## config.mk

```make
export PLATFORM = sky130hd
export DESIGN_NAME = reg_pipe_chain
export DESIGN_NICKNAME = d
export VERILOG_FILES = /design/src/rtl/reg_pipe_pkg.sv /design/src/rtl/reg_pipe_stage.sv /design/src/rtl/reg_pipe_chain.sv
export SDC_FILE = /design/constraint.sdc
export NUM_CORES = 1
export LEC_CHECK = 0
export CORE_AREA = 4 4 41 43
export DETAILED_ROUTE_END_ITERATION = 8
export DIE_AREA = 0 0 45 47
export GPL_ROUTABILITY_DRIVEN = 1
export MAX_ROUTING_LAYER = met4
export PLACE_DENSITY_LB_ADDON = 0.05
export SLEW_MARGIN = 20
export SYNTH_ARGS = -nofsm -noshare
export SYNTH_HDL_FRONTEND = slang
export SYNTH_SLANG_ARGS = --single-unit
```

## constraint.sdc

```tcl
create_clock -name CLK -period 3.8 [get_ports CLK]
set_input_delay 0.76 -clock CLK [delete_from_list [all_inputs] [get_ports CLK]]
set_output_delay 0.76 -clock CLK [all_outputs]
set_load 0.02 [all_outputs]
```

## src/rtl/reg_pipe_pkg.sv

```systemverilog
// Shared constants and helpers for the elastic register pipeline.
package reg_pipe_pkg;

  localparam int DEF_WIDTH    = 32'd1;
  localparam int DEF_DEPTH    = 32'd2;
  localparam int DEF_CHANNELS = 32'd1;

  // Bits needed to count 0..depth inclusive.
  function automatic int clog2_plus1(input int depth);
    return $clog2(depth + 32'sd1);
  endfunction

endpackage

```

## src/rtl/reg_pipe_stage.sv

```systemverilog
// One pipeline slot: a valid flag plus the full multi-lane data word.
module reg_pipe_stage #(
  parameter int              DW         = 32'd1,
  parameter logic [DW-1:0]   RESET_WORD = '0
) (
  input  logic          CLK,
  input  logic          RST,
  input  logic          flush,
  input  logic          adv,
  input  logic          src_valid,
  input  logic [DW-1:0] src_data,
  output logic          valid,
  output logic [DW-1:0] data
);

  logic          valid_r;
  logic [DW-1:0] data_r;

  // Slot register: cleared by reset or flush, otherwise takes the upstream beat when allowed to advance.
  always_ff @(posedge CLK) begin
    if (!RST) begin
      valid_r <= 1'b0;
      data_r  <= RESET_WORD;
    end else if (flush) begin
      valid_r <= 1'b0;
      data_r  <= RESET_WORD;
    end else if (adv) begin
      valid_r <= src_valid;
      // Data only moves with a real beat, so an empty slot keeps its old contents.
      if (src_valid) begin
        data_r <= src_data;
      end
    end
  end

  assign valid = valid_r;
  assign data  = data_r;

endmodule

```

## src/rtl/reg_pipe_chain.sv

```systemverilog
// Elastic register pipeline: DEPTH slots of CHANNELS*WIDTH bits under valid/ready,
// with bubble collapsing, synchronous flush and a registered occupancy count.
module reg_pipe_chain
  import reg_pipe_pkg::*;
#(
  parameter int                 WIDTH     = DEF_WIDTH,
  parameter int                 DEPTH     = DEF_DEPTH,
  parameter int                 CHANNELS  = DEF_CHANNELS,
  parameter logic [WIDTH-1:0]   RESET_VAL = '0
) (
  input  logic                              CLK,
  input  logic                              RST,
  input  logic                              in_valid,
  output logic                              in_ready,
  input  logic [CHANNELS*WIDTH-1:0]         in_data,
  output logic                              out_valid,
  input  logic                              out_ready,
  output logic [CHANNELS*WIDTH-1:0]         out_data,
  input  logic                              flush,
  output logic [clog2_plus1(DEPTH)-1:0]     occupancy
);

  localparam int            DW         = CHANNELS * WIDTH;
  localparam int            OCC_W      = clog2_plus1(DEPTH);
  localparam logic [DW-1:0] RESET_WORD = {CHANNELS{RESET_VAL}};

  logic [DEPTH-1:0] valid_s;
  logic [DEPTH-1:0] adv_s;
  logic [DW-1:0]    data_s [DEPTH];
  logic             in_xfer_s;
  logic             out_xfer_s;
  logic [OCC_W-1:0] occ_r;

  // Advance chain from the tail: a slot may move if it is empty or everything ahead of it moves.
  always_comb begin
    logic slot_free_s;
    adv_s       = '0;
    slot_free_s = out_ready;
    for (int k = DEPTH - 1; k >= 0; k--) begin
      slot_free_s = slot_free_s || !valid_s[k];
      adv_s[k]    = slot_free_s;
    end
  end

  for (genvar k = 0; k < DEPTH; k++) begin : g_stage
    logic          src_valid_s;
    logic [DW-1:0] src_data_s;

    if (k == 0) begin : g_head
      assign src_valid_s = in_valid;
      assign src_data_s  = in_data;
    end else begin : g_link
      assign src_valid_s = valid_s[k-1];
      assign src_data_s  = data_s[k-1];
    end

    reg_pipe_stage #(
      .DW         (DW),
      .RESET_WORD (RESET_WORD)
    ) u_stage (
      .CLK       (CLK),
      .RST       (RST),
      .flush     (flush),
      .adv       (adv_s[k]),
      .src_valid (src_valid_s),
      .src_data  (src_data_s),
      .valid     (valid_s[k]),
      .data      (data_s[k])
    );
  end

  assign in_ready   = adv_s[0];
  assign out_valid  = valid_s[DEPTH-1];
  assign out_data   = data_s[DEPTH-1];
  assign in_xfer_s  = in_valid && adv_s[0];
  assign out_xfer_s = valid_s[DEPTH-1] && out_ready;

  // Occupancy tracks accepted minus delivered beats; reset and flush empty it.
  always_ff @(posedge CLK) begin
    if (!RST) begin
      occ_r <= {OCC_W{1'b0}};
    end else if (flush) begin
      occ_r <= {OCC_W{1'b0}};
    end else begin
      occ_r <= occ_r + OCC_W'(in_xfer_s) - OCC_W'(out_xfer_s);
    end
  end

  assign occupancy = occ_r;

endmodule
```

==> flow_summary_export.csv <==
group,metric,value,unit
sta,timing.setup.tns,0,ns
clock_network,clockRootBuffer,"clkbuf_4",
clock_network,htreeDepth,1,
cells_and_area,drive_gt1_share,11.6,%
yosys,yosys-top-cells-area,"dfxtp_1 (43%), ha_1 (8.9%), nand3b_4 (7.1%)",
clock_network,clock-sinks,6,
cells_and_area,area_growth,50.2,%
yosys,syn_inst,30,
setup_path,r2r_cells,8,
power,p_sw_share,22.6,%
routing,via_count,235,
sta,setup_viol,0,
sta,hold_violations,0,
placed_design,dp.cells,55,
power,p_comb_share,11.7,%
floorplan,die_h,47,um
yosys,yosysTopAreaCell,"dfxtp_1",
grt,antenna_found_initial,0,
yosys,synth_edf_count,0,
yosys,postSynthNetCount,38,
setup_path,end_kind,"output pin",
setup_path,cp_max_fo,5,
setup_path,path_class,"input pin to output pin",
placed_design,finalWeightedCongestion,0.707,
power,internal_power,111,uW
floorplan,initial_core_util,21.6,%
clock_network,cts_buffers,3,
sta,slew_headroom,82.5,%
grt,grt_first_pass_wirelength,986,um
sta,grt_setup_unrepaired,"false",
grt,grt_max_degree,7,
yosys,synth-async-reset-ratio,0,%
placed_design,hpwl,454,um
sta,post-route-min-period,2.79,ns
hold_path,min_to,"g_stage[1].u_stage.data",
setup_path,critical_path_arrival,2.03,ns
sta,finalMaxSlewViolations,0,
power,clkPwrFrac,41.7,%
grt,grt_pass1_vias,261,
clock_network,ctsHoldBuffers,0,
setup_path,reg2reg_to,"occupancy[1]",
clock_network,clock_latency,0.24,ns
floorplan,rows,13,
routing,wirelength,592,um
sta,tightest_slew,0.263,ns
hold_path,hp-start,"g_stage[1].u_stage.data",
routing,drtIter0Drc,2,
clock_network,cts_resized,0,
clock_network,clock_path_buffers,2,
cells_and_area,fin_nets,53,
yosys,synth.cell_area,282,um2
yosys,synth_top_area_share,42.7,%
clock_network,cts_tree,"built",
routing,ant_nets,0,
yosys,synth.distinct_cells,17,
setup_path,start_kind,"input pin",
yosys,avgSynthCellArea,9.38,um2
placed_design,io_buffers,10,
yosys,yosysMostFrequentCell,"dfxtp_1",
cells_and_area,nFillCells,156,
routing,drc,0,
clock_network,path_clk_slew,0.05,ns
grt,gr-total-overflow,0,
yosys,synth_flop_cell,"dfxtp_1",
power,p_per_area,338,nW/um2
routing,wl_per_cell,10.2,um
sta,period_share,73.4,%
power,ir_drop,0.117,mV
cells_and_area,antenna_cells,0,
setup_path,regToRegSetupSlack,2.25,ns
floorplan,die_x,45,um
setup_path,worstPathRequired,3.04,ns
yosys,synth-seq-cells,6,
outcome,status,"completed",
yosys,netlist_top_cells_count,"dfxtp_1 (6), inv_1 (4), nor2_1 (4)",
sta,fin_skew,0.00456,ns
power,p_sw,32.2,uW
run,cap_violations,0,
clock_network,post-cts-setup-buffers,0,
yosys,ys_seq_area_share,42.7,%
floorplan,die_area,2120,um2
routing,via_per_inst,4.05,
hold_path,hold_depth,2,
power,power_frac_seq,46.6,%
power,p_leak,0.203,nW
setup_path,timing.rr.start,"g_stage[0].u_stage.valid",
grt,grt_usage,7.18,%
yosys,yosysWarnings,0,
cells_and_area,stdcell_count,58,
sta,max_freq,359,MHz
floorplan,core,1300,um2
floorplan,ios,11,
routing,drt_pass1_iterations,2,
hold_path,hold_class,"flop to flop",
layer usage:
layer | up-vias | wire length, um | global-route usage (%)
li1 | 123 | - | -
met4 | 0 | 4 | 7.02
met5 | - | 0 | -
met1 | 102 | 280 | 6.82
met3 | 2 | 46 | 2.30
met2 | 8 | 261 | 11.3
layout by cell type (no fill, tap or decap), drive strengths merged:
master         instances
a21bo                  1
xnor2                  1
xor2                   1
a21oi                  3
nand3                  1
clkdlybuf4s50         10
and2                   1
nand2                  1
nand3b                 2
nor2                   4
dfxtp                  6
nor2b                  1
inv                    4
ha                     2
clkbuf                 3
o21ai                  1
nand2b                 1
critical path, stage by stage:
cell and delay [ns]:
clkdlybuf4s50_1 0.49, nand3b_4 0.16, clkdlybuf4s50_1 0.61
metrics by stage:
step / util [%] / setup WS, ns / cell area, um2 / power [mW] / hold WS [ns]
floorplan: - / 1.88 / 282 / 0.0755 / 0.453
global placement: 30.8 / 1.01 / 400 / 0.0845 / 0.467
detailed placement: 30.8 / 1.01 / 400 / 0.0848 / 0.467
CTS: 32.5 / 1.00 / 423 / 0.147 / 0.476
global route: 32.5 / 0.973 / 423 / 0.153 / 0.525
finish: 32.5 / 1.01 / 423 / 0.143 / 0.478
state kept, by name, summed over array words and instances, names as in the netlist:
name / cells
occupancy: 2
g_stage.u_stage.data: 2
g_stage.u_stage.valid: 2
power groups by stage:
stage | clock network [mW] | logic, mW | registers, mW
6_report | 0.0595 | 0.0168 | 0.0665
3_5_place_dp | 0 | 0.0171 | 0.0678
3_3_place_gp | 0 | 0.0169 | 0.0676
4_1_cts | 0.0632 | 0.0172 | 0.0665
2_1_floorplan | 0 | 0.00668 | 0.0688
5_1_grt | 0.0682 | 0.0186 | 0.0666
logic make-up after synthesis:
family	after synthesis	share of synthesized area [%]
simple gates	11	24.9
fa+ha+maj	2	8.89
flops	6	42.7
compound gates	5	12.0
buf+inv	4	5.33
xor+xnor	2	6.22
layout make-up:
cell class                 count  area [um2]  area share [%]
multi-input combinational     20         146            34.6
sequential                     6         120            28.4
timing repair buffer          10         100            23.7
clock buffer                   3        22.5            5.33
tap                           15        18.8            4.44
inverter                       4        15.0            3.55
worst max-delay path by stage:
stage	from	to	slack, ns	depth (start not counted)
6_report	out_ready	in_ready	1.01	3
5_1_grt	out_ready	in_ready	0.97	3
4_1_cts	out_ready	in_ready	1.00	3
3_5_place_dp	out_ready	in_ready	1.01	3
3_3_place_gp	out_ready	in_ready	1.01	3
2_1_floorplan	out_ready	occupancy[1]	1.88	8
No activity file was read; power rests on OpenSTA's default activity.
